`config.mk`:
```
export PLATFORM = sky130hd
export DESIGN_NAME = aux_reply_timeout_timer_flat
export DESIGN_NICKNAME = d
export VERILOG_FILES = /design/src/rtl/aux_reply_timeout_timer_if.sv /design/src/rtl/aux_reply_timeout_timer.sv /design/src/flat_wrapper.sv
export SDC_FILE = /design/constraint.sdc
export NUM_CORES = 1
export LEC_CHECK = 0
export ABC_AREA = 1
export CORE_MARGIN = 3
export CORE_UTILIZATION = 30
export CTS_BUF_LIST = sky130_fd_sc_hd__clkbuf_8
export CTS_CLUSTER_SIZE = 40
export DETAILED_ROUTE_END_ITERATION = 10
export GPL_ROUTABILITY_DRIVEN = 1
export SYNTH_ARGS = -nofsm -noshare
export SYNTH_HDL_FRONTEND = slang
export SYNTH_SLANG_ARGS = --single-unit
```
`constraint.sdc`:
```
create_clock -name clk -period 4.1 [get_ports clk]
set_input_delay 0.82 -clock clk [delete_from_list [all_inputs] [get_ports clk]]
set_output_delay 0.82 -clock clk [all_outputs]
set_load 0.01 [all_outputs]
```
`src/rtl/aux_reply_timeout_timer_if.sv`:
```
// Request/reply handshake bundle between the AUX transmitter/control FSM
// and the reply-timeout timer.
interface aux_reply_timeout_timer_if #(
  parameter int unsigned CNT_W  = 16,
  parameter int unsigned RTRY_W = 3
);

  logic              mux_aux_out_vld;
  logic              bdi_timer_reset;
  logic              timer_abort;
  logic [CNT_W-1:0]  cfg_timeout;
  logic              timer_timeout;
  logic              retry_exhausted;
  logic              timer_busy;
  logic [RTRY_W-1:0] retry_cnt;

  // Control side: drives requests and reply detection, observes the timer.
  modport master (
    output mux_aux_out_vld,
    output bdi_timer_reset,
    output timer_abort,
    output cfg_timeout,
    input  timer_timeout,
    input  retry_exhausted,
    input  timer_busy,
    input  retry_cnt
  );

  // Timer side.
  modport slave (
    input  mux_aux_out_vld,
    input  bdi_timer_reset,
    input  timer_abort,
    input  cfg_timeout,
    output timer_timeout,
    output retry_exhausted,
    output timer_busy,
    output retry_cnt
  );

endinterface

```
`src/rtl/aux_reply_timeout_timer.sv`:
```
// AUX reply-timeout timer. Arms on the falling edge of mux_aux_out_vld,
// counts a programmable number of cycles and pulses timer_timeout when no
// reply arrives. Consecutive timeouts are counted per transaction and the
// MAX_TIMEOUTS-th one also raises retry_exhausted.
// The interface instance must be parameterised with the same CNT_W/RTRY_W.
module aux_reply_timeout_timer #(
  parameter int unsigned CNT_W           = 16,
  parameter int unsigned DEFAULT_TIMEOUT = 40,
  parameter int unsigned RTRY_W          = 3,
  parameter int unsigned MAX_TIMEOUTS    = 7
) (
  input logic                    clk,
  input logic                    rst_n,
  aux_reply_timeout_timer_if.slave bus
);

  localparam logic [CNT_W-1:0]  DefLimit  = CNT_W'(DEFAULT_TIMEOUT);
  localparam logic [RTRY_W-1:0] RetryLast = RTRY_W'(MAX_TIMEOUTS - 1);

  typedef enum logic [1:0] {
    StIdle,
    StTx,
    StCount
  } state_e;

  state_e            state_q, state_d;
  logic [CNT_W-1:0]  count_q, count_d;
  logic [CNT_W-1:0]  limit_q, limit_d;
  logic [RTRY_W-1:0] retry_q, retry_d;
  logic              timeout_q, timeout_d;
  logic              exhausted_q, exhausted_d;
  logic              busy_q, busy_d;
  logic              expire;

  // Limit is never 0 once COUNT is entered, so limit-1 cannot underflow there.
  assign expire = (count_q == (limit_q - CNT_W'(1)));

  // Next-state and output decode, abort > reply > retry launch > expiry.
  always_comb begin
    state_d     = state_q;
    count_d     = count_q;
    limit_d     = limit_q;
    retry_d     = retry_q;
    timeout_d   = 1'b0;
    exhausted_d = 1'b0;

    if (bus.timer_abort) begin
      state_d = StIdle;
      count_d = '0;
      retry_d = '0;
    end else if (bus.bdi_timer_reset) begin
      // A reply ends the transaction; only a running count is stopped.
      retry_d = '0;
      if (state_q == StCount) begin
        state_d = StIdle;
        count_d = '0;
      end
    end else begin
      case (state_q)
        StIdle: begin
          if (bus.mux_aux_out_vld) begin
            state_d = StTx;
          end
        end
        StTx: begin
          if (!bus.mux_aux_out_vld) begin
            // cfg_timeout is captured only here; later changes are ignored.
            state_d = StCount;
            count_d = '0;
            limit_d = (bus.cfg_timeout == '0) ? DefLimit : bus.cfg_timeout;
          end
        end
        StCount: begin
          if (bus.mux_aux_out_vld) begin
            // Retry launched before expiry: cancel without a timeout.
            state_d = StTx;
            count_d = '0;
          end else if (expire) begin
            state_d   = StIdle;
            count_d   = '0;
            timeout_d = 1'b1;
            if (retry_q == RetryLast) begin
              exhausted_d = 1'b1;
              retry_d     = '0;
            end else begin
              retry_d = retry_q + RTRY_W'(1);
            end
          end else begin
            count_d = count_q + CNT_W'(1);
          end
        end
        default: begin
          state_d = StIdle;
          count_d = '0;
        end
      endcase
    end

    busy_d = (state_d == StCount);
  end

  // State and registered outputs.
  always_ff @(posedge clk or negedge rst_n) begin
    if (!rst_n) begin
      state_q     <= StIdle;
      count_q     <= '0;
      limit_q     <= '0;
      retry_q     <= '0;
      timeout_q   <= 1'b0;
      exhausted_q <= 1'b0;
      busy_q      <= 1'b0;
    end else begin
      state_q     <= state_d;
      count_q     <= count_d;
      limit_q     <= limit_d;
      retry_q     <= retry_d;
      timeout_q   <= timeout_d;
      exhausted_q <= exhausted_d;
      busy_q      <= busy_d;
    end
  end

  assign bus.timer_timeout   = timeout_q;
  assign bus.retry_exhausted = exhausted_q;
  assign bus.timer_busy      = busy_q;
  assign bus.retry_cnt       = retry_q;

endmodule

```
`src/flat_wrapper.sv`:
```
// flat-port wrapper written by rule: the top's interface ports become plain ports
module aux_reply_timeout_timer_flat 
#(
  parameter int unsigned CNT_W           = 16,
  parameter int unsigned DEFAULT_TIMEOUT = 40,
  parameter int unsigned RTRY_W          = 3,
  parameter int unsigned MAX_TIMEOUTS    = 7
)
  (clk, rst_n, bus_mux_aux_out_vld, bus_bdi_timer_reset, bus_timer_abort, bus_cfg_timeout, bus_timer_timeout, bus_retry_exhausted, bus_timer_busy, bus_retry_cnt);
  aux_reply_timeout_timer_if #(.CNT_W(CNT_W), .RTRY_W(RTRY_W)) bus_i ();
  input logic clk;
  input logic rst_n;
  input wire logic [$bits(bus_i.mux_aux_out_vld)-1:0] bus_mux_aux_out_vld;
  input wire logic [$bits(bus_i.bdi_timer_reset)-1:0] bus_bdi_timer_reset;
  input wire logic [$bits(bus_i.timer_abort)-1:0] bus_timer_abort;
  input wire logic [$bits(bus_i.cfg_timeout)-1:0] bus_cfg_timeout;
  output wire logic [$bits(bus_i.timer_timeout)-1:0] bus_timer_timeout;
  output wire logic [$bits(bus_i.retry_exhausted)-1:0] bus_retry_exhausted;
  output wire logic [$bits(bus_i.timer_busy)-1:0] bus_timer_busy;
  output wire logic [$bits(bus_i.retry_cnt)-1:0] bus_retry_cnt;
  assign bus_i.mux_aux_out_vld = bus_mux_aux_out_vld;
  assign bus_i.bdi_timer_reset = bus_bdi_timer_reset;
  assign bus_i.timer_abort = bus_timer_abort;
  assign bus_i.cfg_timeout = bus_cfg_timeout;
  assign bus_timer_timeout = bus_i.timer_timeout;
  assign bus_retry_exhausted = bus_i.retry_exhausted;
  assign bus_timer_busy = bus_i.timer_busy;
  assign bus_retry_cnt = bus_i.retry_cnt;
  aux_reply_timeout_timer #(.CNT_W(CNT_W), .DEFAULT_TIMEOUT(DEFAULT_TIMEOUT), .RTRY_W(RTRY_W), .MAX_TIMEOUTS(MAX_TIMEOUTS)) u_core (.clk(clk), .rst_n(rst_n), .bus(bus_i));
endmodule
```
# [After elaboration in Yosys (flattened, before gate mapping)]
# Cells that the tools add are included.
[classes] n_addsub=3 multipliers=0 div=0 magnitude_cmp=0 eq_ne=9 shift=0 mux=33 bitwise_logic=3 n_reduce_logical=7
[op_table] cell="$mux 16" n=7
[op_table] cell="$pmux 16 s3" n=1
[op_table] cell="$mux 3" n=6
[op_table] cell="$add 16x1->16 const B" n=1
[op_table] cell="$eq 16x16->1" n=1
[op_table] cell="$logic_not 16->1" n=1
[op_table] cell="$sub 16x1->16 const B" n=1
[op_table] cell="$mux 2" n=7
[op_table] cell="$mux 1" n=11
[op_table] cell="$ne 3x1->1 const B" n=2
[op_table] cell="$pmux 2 s3" n=1
[op_table] cell="$reduce_and 3->1" n=2
[op_table] cell="$reduce_bool 3->1" n=2
[op_table] cell="$eq 2x2->1 const B" n=2
[op_table] cell="$ne 4x4->1 const B" n=1
[op_table] cell="$reduce_and 4->1" n=1
[op_table] cell="$add 3x1->3 const B" n=1
[op_table] cell="$eq 3x3->1 const B" n=1
[op_table] cell="$ne 3x3->1 const B" n=1
[op_table] cell="$not 1->1" n=3
[op_table] cell="$eq 2x1->1 const B" n=1
[op_table] cell="$logic_not 2->1" n=1
[word_totals] register_bits=40 latch_bits=0 ramBits=0 rom_bits=0 in_bits=21 out_inout_bits=6 word_cells=62 mem_count=0

# [Depth between registers and ports, before layout]
# Gate-level depths: netlist of the first run.
[logic_depth] depth_word=8 mapped_depth=16

# [Worst setup path after synthesis of the first run]
# No wires, ideal clock.
[synth_timing] path_type="reg2reg" start="reg u_core.limit_q[0]" end="reg u_core.count_q[2]" setup_ps=137 t_arrival_ps=1848 path_slack_ps=2115 path_stages_with_launch=13 path_buffers=1 synth_period_minus_slack_ps=1985 path_cell_list="dfrtp_1 -> inv_2 -> ha_1 -> nand2_2 -> nor2_1 -> nand2_1 -> xor2_1 -> nand4_1 -> nor2_4 -> nand2_4 -> nand2_4 -> buf_12 -> a21oi_1"
[synth_via] elab_chain_len=7
[synth_lines] item="start, declared" line_no="aux_reply_timeout_timer.sv:28" rtl="logic [CNT_W-1:0] limit_q, limit_d;"
[synth_lines] item="start signal, assigned" line_no="aux_reply_timeout_timer.sv:115" rtl="limit_q <= limit_d;"
[synth_lines] item="$sub 16x1->16" line_no="aux_reply_timeout_timer.sv:36" rtl="assign expire = (count_q == (limit_q - CNT_W'(1)));"
[synth_lines] item="$eq 16x16->1" line_no="aux_reply_timeout_timer.sv:36"
[synth_lines] item="$mux 16" line_no="aux_reply_timeout_timer.sv:78" rtl="end else if (expire) begin"
[synth_lines] item="$mux 16" line_no="aux_reply_timeout_timer.sv:74" rtl="if (bus.mux_aux_out_vld) begin"
[synth_lines] item="$pmux 16 s3" line_no="aux_reply_timeout_timer.sv:59" rtl="case (state_q)"
[synth_lines] item="$mux 16" line_no="aux_reply_timeout_timer.sv:51" rtl="end else if (bus.bdi_timer_reset) begin"
[synth_lines] item="$mux 16" line_no="aux_reply_timeout_timer.sv:47" rtl="if (bus.timer_abort) begin"
[synth_lines] item="end signal, assigned" line_no="aux_reply_timeout_timer.sv:114" rtl="count_q <= count_d;"
[synth_lines] item="end, declared" line_no="aux_reply_timeout_timer.sv:27" rtl="logic [CNT_W-1:0] count_q, count_d;"
# No other way between the ends.
# A chain may end at the register's enable or synchronous reset.

# [Final worst setup path of the first run]
[layout_timing] start="in bus_timer_abort" end="reg u_core.count_q[4]"
[layout_via] elab_chain_len=2
[layout_lines] item="start, declared" line_no="flat_wrapper.sv:15" rtl="input wire logic [$bits(bus_i.timer_abort)-1:0] bus_timer_abort;"
[layout_lines] item="$ne 4x4->1 (no line), or another cell as far along"
[layout_lines] item="$reduce_and 3->1 (no line)"
# Several ways; a longest one is shown, not always the timed one.

==> flow_metrics.py, run 1 <==
metrics = {
    "final_layout": {
        "area_delta_synth_final_pct": 15.5,
        "final_common_cell": "nand2_1",
        "mostFrequentLayoutCells": "nand2_1, nor2_1, inv_1, dfrtp_1, nand3_1",
        "diodes": 0,
        "final_nets": 443,
        "drive_gt1_share_pct": 9.98,
    },
    "floorplanning": {
        "core-area_sq_mm": 0.00893,
        "initial_utilization_pct": 31.6,
        "die_x_microns": 103,
        "ios": 27,
        "rows": 34,
        "dieArea_sq_mm": 0.0106,
        "dieHeight_microns": 103,
    },
    "pwr": {
        "max-vdd-ir-drop_v": 0.000112,
        "p_leak_nw": 1.53,
        "power_density_mw_per_mm2": 340,
    },
    "clock_tree": {
        "cts_made_buffers": 5,
        "hold_buffers": 0,
        "ctsResizeCount": 0,
        "clkSlewWorstSetupHoldPaths_ns": 0.08,
        "cts_sinks": 40,
        "cts-root-buf": "clkbuf_8",
        "clock_latency_ns": 0.29,
        "htree_levels": 2,
        "clk_path_buf_depth": 2,
        "tritoncts": "yes",
        "post_cts_buffers": 0,
    },
    "route": {
        "drcViolationCount": 0,
        "drtIter0Drc": 105,
        "routed_via_density": 4.76,
        "wl_per_cell_microns": 12.6,
        "routed_wl_microns": 6680,
        "first_pass_iters": 5,
        "vias": 2517,
        "antenna_left": 0,
    },
    "sta": {
        "whs_ns": 0.534,
        "fmax_mhz": 391,
        "slew_headroom_pct": 37.9,
        "rsz0062_at_grt": "false",
        "finalClockSkew_ns": 0.0103,
        "maxSlewViolCount": 0,
        "worst_pin_slew_ns": 0.931,
        "setup_violations": 0,
        "period_share_pct": 62.4,
        "fin_setup_tns_ns": 0,
        "min_period_ns": 2.56,
        "hold_viol": 0,
    },
    "worst_setup_path": {
        "crit_chain": "clkdlybuf4s50_1 > nor2_1 > a31oi_1 > inv_1 > nor2_1 > xor2_1 > a21oi_1",
        "path_delay_family": "buffers and inverters",
        "critPathRequiredTime_ns": 4.26,
        "worstSetupPathType": "primary input to flip-flop",
        "crit_fanout": 14,
        "crit_start": "bus_timer_abort",
        "max_stage_delay_ns": 0.56,
        "reg2reg_from": "u_core.limit_q[0]$_DFFE_PN0P_",
        "cp.arrival_ns": 2.72,
        "start_kind": "primary input",
        "crit_slowest_cell": "clkdlybuf4s50_1",
        "cpMostUsedCell": "nor2_1",
        "end_kind": "flip-flop",
        "path_buf_inv": 2,
    },
    "place": {
        "port_buffers": 26,
        "gp_congestion": 0.855,
        "dpl.hpwl_microns": 5210,
    },
    "global_routing": {
        "grt-ovfl-total": 0,
        "antenna_found_initial": 0,
        "grt_usage_pct": 13.8,
        "grt_pass1_vias": 2449,
        "grt_max_degree": 41,
        "grt_pass1_wl_microns": 11600,
    },
    "min_path": {
        "min-delay-start": "u_core.limit_q[14]$_DFFE_PN0P_",
        "hold_class": "flip-flop to flip-flop",
    },
    "synth": {
        "synth_cell_types": 36,
        "syn_area_sq_mm": 0.00282,
        "ys_seq_elements": 40,
        "avgSynthCellArea_sq_um": 7.15,
        "syn-num-nets": 417,
        "yosysWarnings": 0,
        "ys_seq_area_share_pct": 35.5,
        "netlist_instances": 394,
    },
    "job": {
        "cap_violations": 0,
    },
    "status": {
        "outcome": "finished clean",
    },
}
==> sequential cells by signal, indices dropped and copies added, names as in the netlist <==
register,count
u_core.count_q,16
u_core.limit_q,16
u_core.bus.retry_cnt,3
u_core.state_q,2
u_core.bus.retry_exhausted,1
u_core.bus.timer_busy,1
u_core.bus.timer_timeout,1
==> per-stage QoR <==
| stage | std cells | utilization (%) | worst slack [ns] | power (W) | area (sq um) |
|---|---|---|---|---|---|
| after floorplan | 394 | - | 2.12 | 0.000745 | 2820 |
| after global placement | 521 | 35.4 | 1.27 | 0.000835 | 3170 |
| after detailed placement | 521 | 35.4 | 1.23 | 0.000841 | 3170 |
| after CTS | 529 | 36.4 | 1.55 | 0.00112 | 3260 |
| after global routing | 529 | 36.4 | 1.38 | 0.00119 | 3260 |
| final | 529 | 36.4 | 1.54 | 0.00111 | 3260 |
==> cell type report <==
cell class              instances  area (sq um)
multi-input cells             302          1600
repair buffers                 27           263
inverters                      44           165
well taps                     108           135
fillers                       956          5680
flip-flops and latches         40          1000
clock inverters                 2          7.51
clock buffers                   6          82.6
==> layer usage <==
| layer | wire (microns) | vias up | track usage [%] |
|---|---|---|---|
| met4 | 99 | 0 | 4.08 |
| met2 | 3200 | 37 | 23.2 |
| li1 | - | 1314 | - |
| met5 | 0 | - | 0 |
| met1 | 3170 | 1159 | 18.3 |
| met3 | 221 | 7 | 2.17 |
==> worst register-to-register path, cell delays in order, from the launching register on <==
cell	delay, ns
dfrtp_1	0.42
inv_2	0.14
ha_1	0.27
nand2_2	0.10
nor2_1	0.27
nand2_1	0.11
xor2_1	0.17
nand4_1	0.15
nor2_4	0.18
nand2_4	0.08
nand2_4	0.18
a21oi_1	0.10
==> kinds of logic (layout without fill, tap and decap cells) <==
logic type	Yosys count	count (layout)	synth area share (%)
compound gates	35	35	7.50
xor+xnor	25	25	8.03
fa+ha+maj	2	2	0.888
buf+inv	52	79	7.68
flops	40	40	35.5
simple gates	240	240	40.4
==> cells in the mapped netlist (all sizes together) <==
| cell | n | area, sq um |
|---|---|---|
| nor4 | 4 | 25.0 |
| or2 | 1 | 6.26 |
| nand3 | 31 | 183 |
| a31oi | 1 | 6.26 |
| dfrtp | 40 | 1000 |
| a21oi | 4 | 20.0 |
| nand4 | 12 | 81.3 |
| xnor2 | 6 | 52.6 |
| ha | 2 | 25.0 |
| o21ai | 24 | 139 |
| inv | 44 | 165 |
| o22ai | 1 | 6.26 |
| nor2 | 55 | 270 |
| xor2 | 19 | 174 |
| nor3 | 9 | 55.1 |
| buf | 5 | 40.0 |
| nand2 | 128 | 518 |
| a32o | 1 | 10.0 |
| a22oi | 2 | 15.0 |
| a211oi | 1 | 7.51 |
| clkbuf | 3 | 11.3 |
| a21o | 1 | 7.51 |
==> final timing paths <==
check	endpoint	slack, ns	depth (start not counted)
hold / removal	u_core.limit_q[14]$_DFFE_PN0P_	0.53	2
max in group asynchronous	u_core.count_q[7]$_DFFE_PN0P_	2.85	1
setup reg to reg	u_core.count_q[3]$_DFFE_PN0P_	1.79	11
hold reg to reg	u_core.limit_q[14]$_DFFE_PN0P_	0.53	2
min in group asynchronous	u_core.bus.timer_busy$_DFF_PN0_	0.66	1
setup / recovery	u_core.count_q[4]$_DFFE_PN0P_	1.54	7
==> where the power goes <==
| part | leakage, nW | switching [W] | total (W) | internal (W) |
|---|---|---|---|---|
| clock | 0.0538 | 0.000141 | 0.000273 | 0.000133 |
| combinational | 0.951 | 0.000211 | 0.000340 | 0.000129 |
| sequential | 0.526 | 0.0000570 | 0.000493 | 0.000436 |
Power figures use the tool's default switching activity.
==> inputs of run 2 (changes only) <==
==> constraint.sdc (replaced) <==
create_clock -name clk -period 2.2 [get_ports clk]
set_input_delay 0.44 -clock clk [delete_from_list [all_inputs] [get_ports clk]]
set_output_delay 0.44 -clock clk [all_outputs]
set_load 0.01 [all_outputs]
==> run 2 against run 1 <==
  * Critical path depth rose by 4
  * Critical path type is now flip-flop to flip-flop
  * Non-clock buffer count rose by 7
  * Via count increased by 0.75%
  * Largest cell class unchanged
  * Clock skew fell by 0.0011 ns
  * Wire length up 2.2%
  * Combinational power up 100%
  * Register-to-register slack worse by 1.6 ns
==> flow_metrics.py, run 2 (synthesis gave the netlist of run 1 again) <==
metrics = {
    "route": {
        "drcViolationCount": 0,
        "drtIter0Drc": 93,
        "first_pass_iters": 4,
        "antenna_left": 0,
        "routed_wl_microns": 6830,
        "vias": 2536,
        "routed_via_density": 4.73,
        "wl_per_cell_microns": 12.7,
    },
    "floorplanning": {
        "ios": 27,
        "dieArea_sq_mm": 0.0106,
        "die_x_microns": 103,
        "core-area_sq_mm": 0.00893,
        "rows": 34,
        "dieHeight_microns": 103,
        "initial_utilization_pct": 31.6,
    },
    "pwr": {
        "p_seq_share_pct": 43.7,
        "clkPwrFrac_pct": 24.1,
        "power_density_mw_per_mm2": 627,
        "p_sw_w": 0.000782,
        "p_total_w": 0.00211,
        "max-vdd-ir-drop_v": 0.000218,
        "combPwrFrac_pct": 32.3,
        "p_leak_nw": 1.57,
        "intPower_w": 0.00133,
        "p_sw_share_pct": 37.1,
    },
    "worst_setup_path": {
        "reg2reg_from": "u_core.limit_q[0]$_DFFE_PN0P_",
        "crit_fanout": 14,
        "start_kind": "flip-flop",
        "worstSetupPathType": "flip-flop to flip-flop",
        "r2r_end": "u_core.count_q[3]$_DFFE_PN0P_",
        "critPathRequiredTime_ns": 2.36,
        "r2r_cells": 11,
        "reg2reg_setup_slack_ns": 0.19,
        "end_kind": "flip-flop",
        "cp.arrival_ns": 2.17,
    },
    "final_layout": {
        "drive_gt1_share_pct": 12.9,
        "fin_cells": 536,
        "final_common_cell": "nand2_1",
        "mostFrequentLayoutCells": "nand2_1, nor2_1, inv_1, dfrtp_1, nand3_1",
        "area_delta_synth_final_pct": 19.3,
        "final_nets": 450,
        "diodes": 0,
    },
    "sta": {
        "maxSlewViolCount": 0,
        "finalWorstSetupSlack_ns": 0.186,
        "hold_viol": 0,
        "period_share_pct": 91.5,
        "worst_pin_slew_ns": 0.561,
        "rsz0062_at_grt": "false",
        "min_period_ns": 2.01,
        "fin_setup_tns_ns": 0,
        "setup_violations": 0,
        "fmax_mhz": 497,
        "finalClockSkew_ns": 0.00920,
        "slew_headroom_pct": 62.4,
    },
    "place": {
        "dpl.hpwl_microns": 5380,
        "port_buffers": 26,
        "dp_slack_ns": -0.0557,
        "post-place-cells": 528,
        "gp_congestion": 0.854,
    },
    "global_routing": {
        "antenna_found_initial": 0,
        "grt_pass1_vias": 2412,
        "grt_usage_pct": 13.7,
        "grt_pass1_wl_microns": 11500,
        "grt-ovfl-total": 0,
        "grt_max_degree": 22,
    },
    "clock_tree": {
        "cts-root-buf": "clkbuf_8",
        "cts_made_buffers": 5,
        "clock_latency_ns": 0.30,
        "tritoncts": "yes",
        "hold_buffers": 0,
        "clk_path_buf_depth": 2,
        "post_cts_buffers": 0,
        "cts_sinks": 40,
        "clkSlewWorstSetupHoldPaths_ns": 0.08,
        "htree_levels": 2,
    },
    "status": {
        "outcome": "finished clean",
    },
    "job": {
        "cap_violations": 0,
    },
    "min_path": {
        "hold_class": "primary input to async pin",
    },
}
[run 2: final cells by class]
class	count	area, sq um
fill	971	5570
multi-input combinational	302	1640
sequential	40	1000
timing repair buffer	34	328
inverter	44	165
tap	108	135
clock buffer	6	82.6
clock inverter	2	7.51
[run 2: routing by layer]
metal / track usage (%) / vias up / wire length (microns)
li1: - / 1330 / -
met1: 18.7 / 1163 / 3290
met2: 22.3 / 35 / 3260
met3: 2.10 / 8 / 180
met4: 3.88 / 0 / 101
met5: 0 / - / 0
[run 2: worst max-delay path: stages (launching register included)]
cell,delay [ns]
dfrtp_1,0.42
inv_2,0.09
ha_4,0.16
nand2_2,0.08
nor2_4,0.14
nand2_1,0.12
xor2_2,0.16
nand4_1,0.17
nor2_4,0.21
nand2_4,0.10
nand2_8,0.13
a21oi_1,0.08
[run 2: how the worst max path moves through the flow]
stage                                       start                             to  slack, ns  cells after the start
global route        u_core.limit_q[7]$_DFFE_PN0P_  u_core.count_q[2]$_DFFE_PN0P_      0.006                     10
detailed placement  u_core.limit_q[1]$_DFFE_PN0P_  u_core.count_q[3]$_DFFE_PN0P_      -0.06                     11
global placement    u_core.limit_q[1]$_DFFE_PN0P_  u_core.count_q[2]$_DFFE_PN0P_      -0.03                     11
CTS                 u_core.limit_q[1]$_DFFE_PN0P_  u_core.count_q[3]$_DFFE_PN0P_      0.003                     11
floorplan           u_core.limit_q[0]$_DFFE_PN0P_  u_core.count_q[2]$_DFFE_PN0P_       0.22                     12
finish              u_core.limit_q[0]$_DFFE_PN0P_  u_core.count_q[3]$_DFFE_PN0P_       0.19                     11
[run 2: what timing repair did]
action	in CTS	in global routing
endpoints found under the setup margin	17	22
pin swaps	0	2
gates resized for setup	1	8
[run 2: power groups by stage]
stage,Clock (W),Sequential (W),Combinational [W]
6_report,0.000507,0.000921,0.000681
5_1_grt,0.000550,0.000934,0.000779
4_1_cts,0.000526,0.000920,0.000663
3_5_place_dp,0,0.000932,0.000657
3_3_place_gp,0,0.000931,0.000650
2_1_floorplan,0,0.000906,0.000481
[run 2: per-stage QoR]
stage	hold slack, ns	utilization [%]	instance area [sq um]
2_1_floorplan	0.144	-	2820
3_3_place_gp	0.447	36.2	3230
3_5_place_dp	0.453	36.2	3230
4_1_cts	0.133	37.2	3320
5_1_grt	0.151	37.6	3360
6_report	0.123	37.6	3360
==> inputs of run 3 (changes only) <==
--- a/config.mk
+++ b/config.mk
@@ -5,13 +5,16 @@
 export SDC_FILE = /design/constraint.sdc
 export NUM_CORES = 1
 export LEC_CHECK = 0
-export ABC_AREA = 1
+export ABC_AREA = 0
+export CELL_PAD_IN_SITES_DETAIL_PLACEMENT = 0
+export CELL_PAD_IN_SITES_GLOBAL_PLACEMENT = 1
 export CORE_MARGIN = 3
 export CORE_UTILIZATION = 30
 export CTS_BUF_LIST = sky130_fd_sc_hd__clkbuf_8
-export CTS_CLUSTER_SIZE = 40
+export CTS_CLUSTER_SIZE = 25
 export DETAILED_ROUTE_END_ITERATION = 10
 export GPL_ROUTABILITY_DRIVEN = 1
+export PLACE_DENSITY_LB_ADDON = 0.1
 export SYNTH_ARGS = -nofsm -noshare
 export SYNTH_HDL_FRONTEND = slang
 export SYNTH_SLANG_ARGS = --single-unit
==> run 3 against run 2 <==
  * The run now ends with setup timing left
  * Sequential share of layout area is 3.8 points lower
  * Via count is 4.1% lower
  * Worst hold slack worse by 0.099 ns
  * Cell count is 9.0% lower
  * Critical endpoint is now u_core.bus.retry_cnt[0]$_DFFE_PN0P_
  * Largest cell class unchanged
  * Highest routed layer unchanged
==> flow_metrics.py, run 3 <==
metrics = {
    "status": {
        "outcome": "finished with violations",
        "violations": "setup timing",
    },
    "global_routing": {
        "antenna_found_initial": 0,
        "grt_max_degree": 21,
        "grt_pass1_vias": 2436,
        "grt_usage_pct": 15.7,
        "grt_pass1_wl_microns": 12100,
        "grt-ovfl-total": 0,
    },
    "sta": {
        "finalClockSkew_ns": 0.00957,
        "hold_viol": 0,
        "min_period_ns": 2.96,
        "finalWorstSetupSlack_ns": -0.760,
        "worst_pin_slew_ns": 0.706,
        "period_share_pct": 135,
        "fmax_mhz": 338,
        "rsz0062_at_grt": "true",
        "setup_violations": 23,
        "slew_headroom_pct": 52.9,
        "maxSlewViolCount": 0,
    },
    "synth": {
        "yosysMostFrequentCell": "nand2_1",
        "ys_seq_area_share_pct": 40.0,
        "avgSynthCellArea_sq_um": 8.80,
        "synth_xor_area_share_pct": 6.66,
        "synth_compound_area_share_pct": 19.3,
        "synthAdderAreaFrac_pct": 1.00,
        "syn-num-nets": 307,
        "syn_area_sq_mm": 0.00250,
        "ys_top_cells_by_area": "dfrtp_1, nand2_1, xnor2_1",
        "yosysWarnings": 0,
        "synth_mux_area_share_pct": 0,
        "synth_cell_types": 48,
        "synth_largest_type_area_fraction_pct": 40.0,
        "ys_seq_elements": 40,
        "synth_top_family_by_area": "simple AND/OR/NAND/NOR gates",
        "synth_edf_count": 0,
        "async_flop_share_pct": 100,
        "synthSimpleGateAreaFrac_pct": 29.9,
        "yosys.area.top_type": "dfrtp_1",
        "synth_common_cells": "nand2_1, dfrtp_1, nor4_1, o21ai_0, xnor2_1",
        "netlist_instances": 284,
        "synthFlopType": "dfrtp_1",
    },
    "final_layout": {
        "mostFrequentLayoutCells": "buf_4, nand2_1, dfrtp_1, clkdlybuf4s50_1, xnor2_1",
        "area_delta_synth_final_pct": 54.0,
        "drive_gt1_share_pct": 33.9,
        "final_nets": 409,
        "final_area_sq_mm": 0.00385,
        "utilization_pct": 48.8,
        "diodes": 0,
        "final_common_cell": "buf_4",
    },
    "place": {
        "dpl.hpwl_microns": 5240,
        "postPlaceCellArea_sq_mm": 0.00340,
        "gp_congestion": 0.819,
        "port_buffers": 26,
    },
    "clock_tree": {
        "htree_levels": 2,
        "clk_path_buf_depth": 2,
        "tritoncts": "yes",
        "clkSlewWorstSetupHoldPaths_ns": 0.09,
        "clock_latency_ns": 0.30,
        "cts_made_buffers": 5,
        "cts_sinks": 40,
        "cts-root-buf": "clkbuf_8",
    },
    "floorplanning": {
        "dieHeight_microns": 97.3,
        "ios": 27,
        "initial_utilization_pct": 31.7,
        "core-area_sq_mm": 0.00789,
        "dieArea_sq_mm": 0.00946,
        "die_x_microns": 97.3,
        "rows": 32,
    },
    "pwr": {
        "p_sw_w": 0.000755,
        "intPower_w": 0.00171,
        "p_sw_share_pct": 30.6,
        "p_seq_share_pct": 34.3,
        "p_leak_nw": 1.73,
        "max-vdd-ir-drop_v": 0.000292,
        "clkPwrFrac_pct": 29.4,
        "combPwrFrac_pct": 36.3,
        "power_density_mw_per_mm2": 640,
    },
    "route": {
        "vias": 2432,
        "drtIter0Drc": 76,
        "routed_wl_microns": 7260,
        "drcViolationCount": 0,
        "routed_via_density": 4.98,
        "antenna_left": 0,
        "wl_per_cell_microns": 14.9,
        "first_pass_iters": 4,
    },
    "worst_setup_path": {
        "crit_fanout": 6,
        "reg2reg_from": "u_core.limit_q[3]$_DFFE_PN0P_",
        "critPathRequiredTime_ns": 2.43,
        "r2r_cells": 7,
        "cp.arrival_ns": 3.19,
        "end_kind": "flip-flop",
        "worstSetupPathType": "flip-flop to flip-flop",
        "reg2reg_setup_slack_ns": -0.76,
        "start_kind": "flip-flop",
        "r2r_end": "u_core.bus.retry_cnt[0]$_DFFE_PN0P_",
    },
    "job": {
        "cap_violations": 0,
    },
    "min_path": {
        "hold_class": "primary input to async pin",
    },
}
run 3: changes by cell type in the layout (fill, tap and decap cells not counted), moves of 21 or more:
cell / previous run / this run
inv_1: 42 / 3
nand2_1: 120 / 56
nand3_1: 27 / 6
buf_4: 7 / 76
nor2_1: 43 / 6
run 3: kinds of logic after synthesis:
kind of cell,Yosys count
buf+inv,18
compound gates,66
flops,40
fa+ha+maj,2
xor+xnor,19
simple gates,139
run 3: worst max path at each step:
stage	slack [ns]	from	to	cells past startpoint
global route	-0.87	u_core.limit_q[3]$_DFFE_PN0P_	u_core.bus.retry_cnt[0]$_DFFE_PN0P_	7
finish	-0.76	u_core.limit_q[3]$_DFFE_PN0P_	u_core.bus.retry_cnt[0]$_DFFE_PN0P_	7
detailed placement	-0.93	u_core.limit_q[1]$_DFFE_PN0P_	u_core.bus.retry_cnt[2]$_DFFE_PN0P_	7
floorplan	-0.90	u_core.limit_q[2]$_DFFE_PN0P_	u_core.bus.retry_cnt[1]$_DFFE_PN0P_	10
CTS	-0.78	u_core.limit_q[0]$_DFFE_PN0P_	u_core.bus.retry_cnt[0]$_DFFE_PN0P_	7
global placement	-0.89	u_core.limit_q[1]$_DFFE_PN0P_	u_core.bus.retry_cnt[0]$_DFFE_PN0P_	7
run 3: area by class of cell:
class                           instances  area (sq um)
Clock buffer                            5          68.8
Timing Repair Buffer                  108           945
Tap cell                              102           128
Fill cell                             754          4040
Inverter                                5          18.8
Multi-Input combinational cell        226          1630
Clock inverter                          2          60.1
Sequential cell                        40          1000
run 3: through the flow:
step	hold WS, ns	setup slack [ns]	TNS (ns)	std cells	power (W)
2_1_floorplan	0.144	-0.905	-16.35	284	0.00129
3_3_place_gp	0.359	-0.891	-15.83	471	0.00166
3_5_place_dp	0.360	-0.928	-16.42	471	0.00166
4_1_cts	0.0271	-0.781	-13.12	488	0.00246
5_1_grt	0.0458	-0.868	-15.46	488	0.00261
6_report	0.0240	-0.760	-13.10	488	0.00246
run 3: per-layer routing:
layer	up-vias	track usage, %	share of wire, %
met2	20	24.3	45
met1	1150	22.4	51
li1	1252	-	-
met3	10	2.73	2.0
met5	-	0	0
met4	0	4.58	1.5
run 3: power groups by stage:
stage / logic (W) / clock network [W] / registers (W)
2_1_floorplan: 0.000412 / 0 / 0.000880
3_3_place_gp: 0.000799 / 0 / 0.000857
3_5_place_dp: 0.000797 / 0 / 0.000859
4_1_cts: 0.000873 / 0.000739 / 0.000845
5_1_grt: 0.000995 / 0.000765 / 0.000854
6_report: 0.000895 / 0.000725 / 0.000844
run 3: worst max-delay path: stages (launching register included):
cell	delay [ns]
dfrtp_1	0.38
or4_4	0.58
or4_4	0.54
a21oi_2	0.15
a21oi_2	0.06
or4_4	0.56
or4b_1	0.51
a21oi_1	0.12
run 3: repair_timing:
| action | CTS | global route |
|---|---|---|
| resized for setup | 31 | 11 |
| endpoints found under the setup margin | 23 | 23 |
| hold buffers | 0 | 0 |
| setup buffers | 7 | 2 |
| pin swaps | 18 | 11 |
| cloned | 3 | 0 |
